File: src/rtl/xbar_route_scheduler.sv
// Round-robin route scheduler: grants one requester, programs the shared crossbar
// control word over val/rdy, then holds the route for a counted burst of beats.
module xbar_route_scheduler #(
    parameter int unsigned N_INPUTS          = 2,
    parameter int unsigned N_OUTPUTS         = 2,
    parameter int unsigned CONTROL_BIT_WIDTH = 42,
    parameter int unsigned LEN_W             = 8
) (
    input  logic                                  clk,
    input  logic                                  reset,
    input  logic [N_INPUTS-1:0]                   req_val,
    output logic [N_INPUTS-1:0]                   req_rdy,
    input  logic [N_INPUTS*$clog2(N_OUTPUTS)-1:0] req_dest,
    input  logic [N_INPUTS*LEN_W-1:0]             req_len,
    output logic [CONTROL_BIT_WIDTH-1:0]          control,
    output logic                                  control_val,
    input  logic                                  control_rdy,
    input  logic [N_INPUTS-1:0]                   mon_val,
    input  logic [N_INPUTS-1:0]                   mon_rdy,
    output logic                                  busy,
    output logic [N_INPUTS-1:0]                   grant,
    output logic                                  done
);
    localparam int unsigned OW = $clog2(N_OUTPUTS);
    localparam int unsigned IW = $clog2(N_INPUTS);

    typedef enum logic [2:0] {
        S_IDLE,
        S_CFG,
        S_SETTLE,
        S_XFER,
        S_DONE
    } state_e;

    state_e             state_q, state_d;
    logic [IW-1:0]      rr_ptr_q, rr_ptr_d;
    logic [IW-1:0]      sel_in_q, sel_in_d;
    logic [OW-1:0]      sel_out_q, sel_out_d;
    logic [LEN_W-1:0]   rem_q, rem_d;

    logic [OW-1:0]      dest_a [N_INPUTS];
    logic [LEN_W-1:0]   len_a  [N_INPUTS];
    logic               found_c;
    logic [IW-1:0]      pick_c;
    logic               beat_c;

    for (genvar g = 0; g < N_INPUTS; g++) begin : g_slice
        assign dest_a[g] = req_dest[g*OW +: OW];
        assign len_a[g]  = req_len[g*LEN_W +: LEN_W];
    end

    function automatic logic [IW-1:0] rr_idx(input logic [IW-1:0] base, input int unsigned k);
        return IW'((32'(base) + k) % N_INPUTS);
    endfunction

    // First pending requester at or after the rotating pointer
    always_comb begin
        found_c = 1'b0;
        pick_c  = '0;
        for (int unsigned k = 0; k < N_INPUTS; k++) begin
            if (!found_c && req_val[rr_idx(rr_ptr_q, k)]) begin
                found_c = 1'b1;
                pick_c  = rr_idx(rr_ptr_q, k);
            end
        end
    end

    assign beat_c = mon_val[sel_in_q] & mon_rdy[sel_in_q];

    always_ff @(posedge clk) begin
        if (reset) begin
            state_q   <= S_IDLE;
            rr_ptr_q  <= '0;
            sel_in_q  <= '0;
            sel_out_q <= '0;
            rem_q     <= '0;
        end else begin
            state_q   <= state_d;
            rr_ptr_q  <= rr_ptr_d;
            sel_in_q  <= sel_in_d;
            sel_out_q <= sel_out_d;
            rem_q     <= rem_d;
        end
    end

    always_comb begin
        state_d   = state_q;
        rr_ptr_d  = rr_ptr_q;
        sel_in_d  = sel_in_q;
        sel_out_d = sel_out_q;
        rem_d     = rem_q;
        req_rdy   = '0;
        unique case (state_q)
            S_IDLE: begin
                if (found_c) begin
                    req_rdy[pick_c] = 1'b1;
                    sel_in_d        = pick_c;
                    sel_out_d       = dest_a[pick_c];
                    rem_d           = len_a[pick_c];
                    state_d         = S_CFG;
                end
            end
            S_CFG: begin
                if (control_rdy) state_d = S_SETTLE;
            end
            // crossbar registers the word on this edge; route is live next cycle
            S_SETTLE: state_d = S_XFER;
            S_XFER: begin
                if (beat_c) begin
                    if (rem_q == '0) state_d = S_DONE;
                    else             rem_d   = rem_q - LEN_W'(1);
                end
            end
            S_DONE: begin
                rr_ptr_d = (sel_in_q == IW'(N_INPUTS - 1)) ? '0 : sel_in_q + IW'(1);
                state_d  = S_IDLE;
            end
            default: state_d = S_IDLE;
        endcase
    end

    assign control_val = (state_q == S_CFG);
    assign control     = control_val ? CONTROL_BIT_WIDTH'({sel_in_q, sel_out_q}) : '0;
    assign busy        = (state_q != S_IDLE);
    assign grant       = busy ? (N_INPUTS'(1) << sel_in_q) : '0;
    assign done        = (state_q == S_DONE);

endmodule

File: config.mk
export PLATFORM = sky130hd
export DESIGN_NAME = xbar_route_scheduler
export DESIGN_NICKNAME = d
export VERILOG_FILES = /design/src/rtl/xbar_route_scheduler.sv
export SDC_FILE = /design/constraint.sdc
export NUM_CORES = 1
export LEC_CHECK = 0
export ABC_AREA = 1
export CAP_MARGIN = 20
export CORE_AREA = 3 3 78 80
export CTS_CLUSTER_DIAMETER = 150
export DETAILED_ROUTE_END_ITERATION = 16
export DIE_AREA = 0 0 81 83
export PLACE_DENSITY = 0.55
export SYNTH_ARGS = -nofsm -noshare
export SYNTH_HDL_FRONTEND = slang
export SYNTH_SLANG_ARGS = --single-unit
export TNS_END_PERCENT = 5
File: constraint.sdc
create_clock -name clk -period 1.84 [get_ports clk]
set_input_delay 0.276 -clock clk [delete_from_list [all_inputs] [get_ports clk]]
set_output_delay 0.276 -clock clk [all_outputs]
set_load 0.005 [all_outputs]
After elaboration in Yosys (flattened, before gate mapping)
Cells that the tools add are included.
{"block": "word_totals", "regBits": 14, "in_bits": 27, "out_inout_bits": 49, "word_cells": 70}
{"block": "op_classes", "n_addsub": 3, "order_cmp": 6, "eq_ne": 9, "shift": 1, "mux": 34, "bitwise": 2, "reduce_logical": 10}
{"op": "2-to-1 mux 8 bit", "count": 6}
{"op": "2-to-1 mux 1 bit", "count": 17}
{"op": "case mux 8 bit (2 select lines)", "count": 1}
{"op": "2-to-1 mux 3 bit", "count": 4}
{"op": "case mux 3 bit (4 select lines)", "count": 1}
{"op": "zero test 8 bit", "count": 1}
{"op": "< comparator 1 x 2 -> 1 bit, second input constant", "count": 4}
{"op": "2-to-1 mux 2 bit", "count": 4}
{"op": "inequality test 2 bit, second input constant", "count": 4}
{"op": "AND reduction 4 bit", "count": 2}
{"op": "subtractor 8 x 1 -> 8 bit, second input constant", "count": 1}
{"op": "== test 3 x 2 -> 1 bit, second input constant", "count": 2}
{"op": "== test 3 x 1 -> 1 bit, second input constant", "count": 1}
{"op": "== test 3 bit, second input constant", "count": 1}
{"op": "zero test 3 bit", "count": 1}
{"op": "nonzero test 3 bit", "count": 1}
{"op": "adder 1 bit, second input constant", "count": 2}
{"op": "greater-or-equal comparator 2 bit, second input constant", "count": 1}
{"op": "logical AND 1 bit", "count": 2}
{"op": "inequality test 2 x 1 -> 1 bit, second input constant", "count": 1}
{"op": "NOT 1 -> 2 bit", "count": 1}
{"op": "AND reduction 2 bit", "count": 1}
{"op": "nonzero test 2 bit", "count": 1}
{"op": "left shift 1 x 1 -> 2 bit, first input constant", "count": 1}
{"op": "other kinds (4)", "count": 4}

Logic depth before layout (Yosys ltp)
Gate-level depths: netlist of run 1.
{"block": "depth", "word_depth": 12, "ltp_mapped": 11, "depth_no_buf": 10}

Worst setup path after synthesis of run 1
OpenSTA, ideal clock, no wires.
{"block": "synth_timing", "path_kind": "register to register", "from": "register rem_q[0]", "to": "register rem_q[3]", "setup_ps": 113, "arrival_time_ps": 1177, "t_required_ps": 1727, "path_slack_ps": 551, "stages_incl_launch_ff": 11, "path_buffers": 1, "period_less_slack_ps": 1289, "path_cell_list": "dfxtp_1 -> inv_1 -> ha_1 -> nand2_1 -> o21ai_4 -> nand2_4 -> nand2_4 -> buf_6 -> nand2_1 -> nand2_1 -> nor2_1"}
{"block": "synth_via", "elab_chain_cells": 4, "word_cells_on_any_way": 7, "classes_between": "add/sub: 1; eq/ne: 1; mux: 3; reduce/logical: 2"}
{"element": "from (decl)", "line_no": "39", "rtl": "logic [LEN_W-1:0] rem_q, rem_d;"}
{"element": "from (signal assigned)", "line_no": "82", "rtl": "rem_q <= rem_d;"}
{"element": "subtractor 8 x 1 -> 8 bit", "line_no": "111", "rtl": "else rem_d = rem_q - LEN_W'(1);"}
{"element": "2-to-1 mux 8 bit", "line_no": "110", "rtl": "if (rem_q == '0) state_d = S_DONE;"}
{"element": "2-to-1 mux 8 bit", "line_no": "109", "rtl": "if (beat_c) begin"}
{"element": "case mux 8 bit (2 select lines)", "line_no": "93", "rtl": "unique case (state_q)"}
Several ways; a longest one is shown, not always the timed one. The select of a mux whose other input is x is not followed.
A chain may end at the register's enable or synchronous reset.

Worst setup path after layout of run 1
{"block": "layout_timing", "from": "register state_q[2]", "to": "output busy"}
{"block": "layout_via", "elab_chain_cells": 1}
{"element": "from (decl)", "line_no": "35", "rtl": "state_e state_q, state_d;"}
{"element": "from (signal assigned)", "line_no": "78", "rtl": "state_q <= state_d;"}
{"element": "nonzero test 3 bit", "line_no": "124", "rtl": "assign busy = (state_q != S_IDLE);"}
{"element": "to (decl)", "line_no": "20", "rtl": "output logic busy,"}
Every way passes these cells.

==> impl_results.md, run 1 <==
- Initial core utilization: approximately 25%
- Die area: between 0.006 and 0.007 mm2
- Worst r2r dst: rem_q[2]
- Fin. Hold Viols: 0
- Height of the die: ~83 um
- DRT Pass-1 Iters: 4
- Setup-failing EPs final: 0
- Crit-path max cell delay: around 0.46 ns
- CTS tree: yes
- Root Buffer: clkbuf_8
- Reg2reg start: state_q[2]
- Std-Cell Rows: 27
- Post-Synth Simple-Gate Area: between 30% and 40%
- RD Place Congestion: around 0.8
- Drt via density: between 3 and 4
- Final #Nets: ~300
- CTS max path bufs: 2
- Post-Syn Area: 0.00136 mm2
- Worst path depth: 6
- Yosys cell types: 23
- Cells after Synth: about 220
- # hold bufs at CTS: 0
- Most frequent cells in the layout: nand2_1, conb_1, nor2_1, clkdlybuf4s50_1, inv_1
- Worst IR Drop VDD: ~0.46 mV
- FF-to-FF setup slack: around 0.39 ns
- Layout Skew: about 0.0022 ns
- Synth warn: 0
- Minimum clock period: 1.80 ns
- Fmax: about 0.55 GHz
- CP top delay family: buffers and inverters
- Antenna diode count: 0
- Remaining Overflow, GRT: 0
- Clock sink count: 14
- Sum of routed wire length over all layers: ~3000 um
- Post-CTS resize count: 6
- RSZ-0062 raised after global routing: true
- CTS Buf Count: 3
- Leak: about 0.00093 uW
- Critical-path top delay cell: clkdlybuf4s50_1
- Sequential element share of the synthesized area: a little over 20%
- Max_cap viols: 0
- Initial antenna violation count: 0
- Crit path to: busy
- Drt initial violations: 38
- First-pass GRT wire length: 4980 um
- Power per cell area: ~1100 mW/mm2
- Pin count of the biggest net entering global routing: 13
- Status: completed
- Synthesized flop and latch total: 14
- Crit path from: state_q[2]
- Post-DP HPWL: around 2500 um
- Worst skew pair latency: 0.25 ns
- Post-Syn Area per Cell: 6.07 um2
- Most common cell after layout, fill and taps aside: nand2_1
- Area delta synth->final: 29.0%
- CP startpoint kind: flip-flop
- Post-CTS Repair Setup Buffers: 0
- DIE WIDTH: slightly above 80 um
- Slew Limit Fails: 0
- Post-Synth XOR/XNOR Area: less than 1%
- Synth Area in Adders: about 1.8%
- Crit path kind: reg2out
- Residual DRC: 0
- R2R depth: 11
- Buffers on Ports: 35
- Placement Cell Area: 0.00169 mm2
- CP bufs+invs: 4
- Layout cells sized above 1: between 10% and 20%
- Critical Path RT: approximately 1.6 ns
- Largest family of logic cells by synthesized area: simple AND/OR/NAND/NOR gates
- Total power: 2000 uW
- # IOs: 76
- Fin area: roughly 0.0018 mm2
- Mux cell area share after synthesis: 0%
- Critical-path cell list: inv_1 -> nand2_2 -> nor2_2 -> inv_2 -> buf_4 -> clkdlybuf4s50_1
- Worst path arrival time: roughly 1.5 ns
- Clock transition at the registers of the reported paths: 0.06 ns
- Via count: between 1,000 and 1,500
- Synth Area in Compound Gates: under 10%
- Number of H-tree levels: 1
- Vias in the first global route: approximately 1,200
- Critical path fanouts, max: 3
- Final critical-path share of the clock period: a little under 100%
- Final ANT Viol Nets: 0
- Total Routing Usage GR: slightly above 9%
- CORE AREA: approximately 0.0055 mm2
- Worst Hold Class: reg2reg
- Crit end category: output port
- Routed WL per cell: 8.90 um
## cell type report
| cell class | instances | area (um2) |
|---|---|---|
| Fill cell | 642 | 3720 |
| Multi-Input combinational cell | 175 | 779 |
| Timing Repair Buffer | 46 | 435 |
| Sequential cell | 14 | 282 |
| Inverter | 30 | 113 |
| Tap cell | 72 | 90.1 |
| Clock buffer | 4 | 55.1 |
## worst min path at each step
stage	start	end	slack, ns	cells after the start
after global placement	rem_q[0]	rem_q[0]	0.45	2
after detailed placement	rem_q[0]	rem_q[0]	0.45	2
final	rem_q[0]	rem_q[0]	0.46	2
after global routing	rem_q[0]	rem_q[0]	0.48	2
after CTS	rem_q[0]	rem_q[0]	0.47	2
after floorplan	reset	rem_q[0]	0.35	1
## power breakdown
group | leakage, uW | internal [uW] | switching, uW
Sequential | 0.000116 | 417 | 94.5
Combinational | 0.000785 | 494 | 693
Clock | 0.0000288 | 190 | 116
## kinds of logic after synthesis
kind of cell               count (synthesis)
AOI/OAI and AO/OA                         23
xor gates and xnor gates                   1
adders and majority gates                  2
buffers and inverters                     74
DFF                                       14
other                                      1
and+or+nand+nor                          109
## through the flow
step / hold WS, ns / setup TNS, ns / util (%) / setup slack (ns) / cells
6_report: 0.462 / 0 / 32.1 / 0.0371 / 341
5_1_grt: 0.485 / -0.353 / 32.1 / -0.0855 / 341
4_1_cts: 0.465 / 0 / 31.9 / 0.00525 / 341
3_5_place_dp: 0.455 / -0.157 / 30.8 / -0.144 / 337
3_3_place_gp: 0.452 / -0.163 / 30.8 / -0.146 / 337
2_1_floorplan: 0.345 / 0 / - / 0.551 / 263
## state kept, by name (all words and copies together), names as in the netlist
register   cells
state_q        3
rr_ptr_q       1
sel_out_q      1
sel_in_q       1
rem_q          8
## layer usage
metal  global-route usage, %  vias to the layer above  routed length [um]
li1                        -                      695                   -
met1                    12.2                      564                1350
met2                    14.2                       54                1380
met3                    3.80                        2                 288
met4                    1.84                        0                  19
met5                       0                        -                   0
## Yosys cell counts
| cell type | count | share of area (%) |
|---|---|---|
| a21oi_1 | 10 | 3.7 |
| a31oi_1 | 1 | 0.46 |
| buf_2 | 1 | 0.37 |
| buf_4 | 40 | 22 |
| buf_6 | 2 | 1.7 |
| clkbuf_8 | 1 | 1.0 |
| conb_1 | 1 | 0.28 |
| dfxtp_1 | 14 | 21 |
| ha_1 | 2 | 1.8 |
| inv_1 | 29 | 8.0 |
| inv_2 | 1 | 0.28 |
| nand2_1 | 50 | 14 |
| nand2_2 | 1 | 0.46 |
| nand2_4 | 2 | 1.7 |
| nand3_1 | 18 | 6.6 |
| nand4_1 | 1 | 0.46 |
| nor2_1 | 33 | 9.1 |
| nor2_2 | 2 | 0.92 |
| nor3_1 | 1 | 0.37 |
| o21ai_0 | 11 | 4.0 |
| o21ai_4 | 1 | 1.2 |
| or2_2 | 1 | 0.46 |
| xor2_1 | 1 | 0.64 |
## worst register-to-register path, delay by kind of cell, from the launching register on
family	cells	cell delay [ns]
buffers and inverters	4	0.40
DFF	1	0.32
and+or+nand+nor	7	0.64
No activity file was read; power rests on OpenSTA's default activity.
==> inputs of run 2 (changes only) <==
Settings changed: PLACE_DENSITY 0.55 to 0.57, SKIP_CTS_REPAIR_TIMING set to 1.
Clock period 1.84 ns to 1.55 ns, I/O delays scaled along.
==> run 2 against run 1 <==
Critical path type unchanged; register-to-register slack got worse by 0.25 ns; worst setup slack lost 0.22 ns; critical endpoint is now done; the run now ends with negative setup slack left; routed wire length increased by 2.6%; die area did not move; via count up 2.4%; flip-flop and latch count did not move; clock power rose by 19%; sequential power is 17% higher; final area grew 5.9%.
==> impl_results.md, run 2 (synthesized netlist as in run 1, its figures left out) <==
- Crit end category: output port
- Power per cell area: 1360 mW/mm2 (+19%)
- Sw power: 1120 uW (+23%)
- Via count: 1,347 (+2.4%)
- CP startpoint kind: flip-flop
- RD Place Congestion: 0.766 (-2.3%)
- Worst skew pair latency: 0.25 ns (about the same)
- Initial antenna violation count: 0 (unchanged)
- Crit path kind: reg2out
- Fmax: approximately 0.58 GHz
- Total Routing Usage GR: 9.47% (+0.20 points)
- Height of the die: 83 um (unchanged)
- Die area: 0.00672 mm2 (unchanged)
- Initial core utilization: 24.9% (unchanged)
- CTS max path bufs: 2 (unchanged)
- Root Buffer: clkbuf_8
- Antenna diode count: 0 (unchanged)
- Sequential share of power: 23.7% (-1.8 points)
- Layout Skew: 0.00670 ns (+0.00453 ns)
- Pre-CTS WS: -0.318 ns (-0.174 ns)
- Most common cell after layout, fill and taps aside: nand2_1
- Std-Cell Rows: 27 (unchanged)
- Most frequent cells in the layout: nand2_1, conb_1, nor2_1, clkdlybuf4s50_1, inv_1
- Vias in the first global route: 1,158 (-0.86%)
- Post-DP HPWL: 2560 um (+1.5%)
- First-pass GRT wire length: 5180 um (+4.0%)
- Setup TNS: -0.200 ns (-0.200 ns)
- Worst IR Drop VDD: 0.616 mV (+33%)
- Total power: 2520 uW (+26%)
- Filler cells: 618 (-3.7%)
- Buffers on Ports: 35 (unchanged)
- Slew Limit Fails: 0 (unchanged)
- Max reg flops: 8 (unchanged)
- Worst path arrival time: 1.50 ns (-0.03 ns)
- Pin count of the biggest net entering global routing: 13 (unchanged)
- Fin. Hold Viols: 0 (unchanged)
- Met1 usage: 12.8% (+0.62 points)
- Largest regs: rem_q x8, state_q x3
- # IOs: 76 (unchanged)
- Met3 GRT Util: 2.71% (-1.1 points)
- RSZ-0062 raised after global routing: true
- Critical Path RT: 1.32 ns (-0.24 ns)
- Clock transition at the registers of the reported paths: 0.06 ns (about the same)
- Routed WL per cell: 8.90 um (about the same)
- Worst Hold Class: reg2reg
- DIE WIDTH: 81 um (unchanged)
- Worst Slack Setup Final: -0.186 ns (-0.224 ns)
- Clock sink count: 14 (unchanged)
- Combinational share of power: 61.9% (+2.7 points)
- Leak: 0.00103 uW (+11%)
- GRT Max-Usage Layer: met2
- CTS tree: yes
- Status: complete, but fails checks
- Area delta synth->final: 36.6%
- Final ANT Viol Nets: 0 (unchanged)
- Final critical-path share of the clock period: 112%
- Drt initial violations: 45 (+18%)
- Minimum clock period: around 1.7 ns
- GR Util met2: 14.9% (+0.75 points)
- Number of H-tree levels: 1 (unchanged)
- Max_cap viols: 0 (unchanged)
- Residual DRC: 0 (unchanged)
- Remaining Overflow, GRT: 0 (unchanged)
- CTS Buf Count: 3 (unchanged)
- Sum of routed wire length over all layers: 3120 um (+2.6%)
- Final #Nets: 308 (+3.0%)
- Failing checks: negative setup slack
- Biggest register: rem_q
- Critical path fanouts, max: 2 (-1)
- CORE AREA: 0.00547 mm2 (unchanged)
- DRT Pass-1 Iters: 4 (unchanged)
- Layout cells sized above 1: 15.8% (+5.4 points)
- Switching share of power: 44.2% (-0.89 points)
- Drt via density: 3.85 (-0.20%)
- Int Pwr: 1410 uW (+28%)
- Setup-failing EPs final: 2 (+2)
- Clock Power Share: 14.4% (-0.9 points)
-- run 2: cell count changes in the layout (fill, tap and decap cells not counted), moves of 2 or more --
cell	change
clkbuf_2	+2
dlymetal6s2s_1	+4
buf_4	+8
nor2_2	+2
dlygate4sd2_1	-2
clkdlybuf4s50_1	-4
nor2_1	-2
inv_1	-2
inv_2	+2
-- run 2: final timing paths --
kind	from	to	slack (ns)	cells after the start
hold / removal	rem_q[0]	rem_q[0]	0.46	2
setup reg to reg	state_q[1]	rem_q[5]	0.14	9
hold reg to reg	rem_q[0]	rem_q[0]	0.46	2
setup / recovery	state_q[2]	done	-0.19	4
-- run 2: metrics by stage --
stage               util (%)  cells  area [um2]  hold WS [ns]
global placement        32.2    345        1760         0.453
global route            34.0    350        1860         0.487
CTS                     33.2    349        1820         0.466
finish                  34.0    350        1860         0.461
detailed placement      32.2    345        1760         0.455
floorplan                  -    263        1510         0.302
-- run 2: layout make-up --
| cell class | instances | area (um2) | share of cell area [%] |
|---|---|---|---|
| Clock buffer | 4 | 55.1 | 2.96 |
| Tap cell | 72 | 90.1 | 4.85 |
| Sequential cell | 14 | 280 | 15.1 |
| Multi-Input combinational cell | 175 | 802 | 43.2 |
| Inverter | 30 | 113 | 6.06 |
| Timing Repair Buffer | 55 | 518 | 27.9 |
-- run 2: worst max-delay path: stages (launching register included) --
cell and delay [ns]:
dfxtp_1 0.33, inv_1 0.05, buf_4 0.14, nor3_2 0.18, clkdlybuf4s50_1 0.55
-- run 2: power by group through the flow --
stage	registers [uW]	clock network, uW	logic [uW]
floorplan	584	0	1090
global placement	602	0	1520
detailed placement	601	0	1520
CTS	596	381	1540
global route	612	403	1820
finish	598	364	1560
-- run 2: per-layer routing --
layer,share of wire [%],vias up
met1,46,580
met4,0.77,0
met3,7.0,4
li1,-,717
met5,0,-
met2,46,46
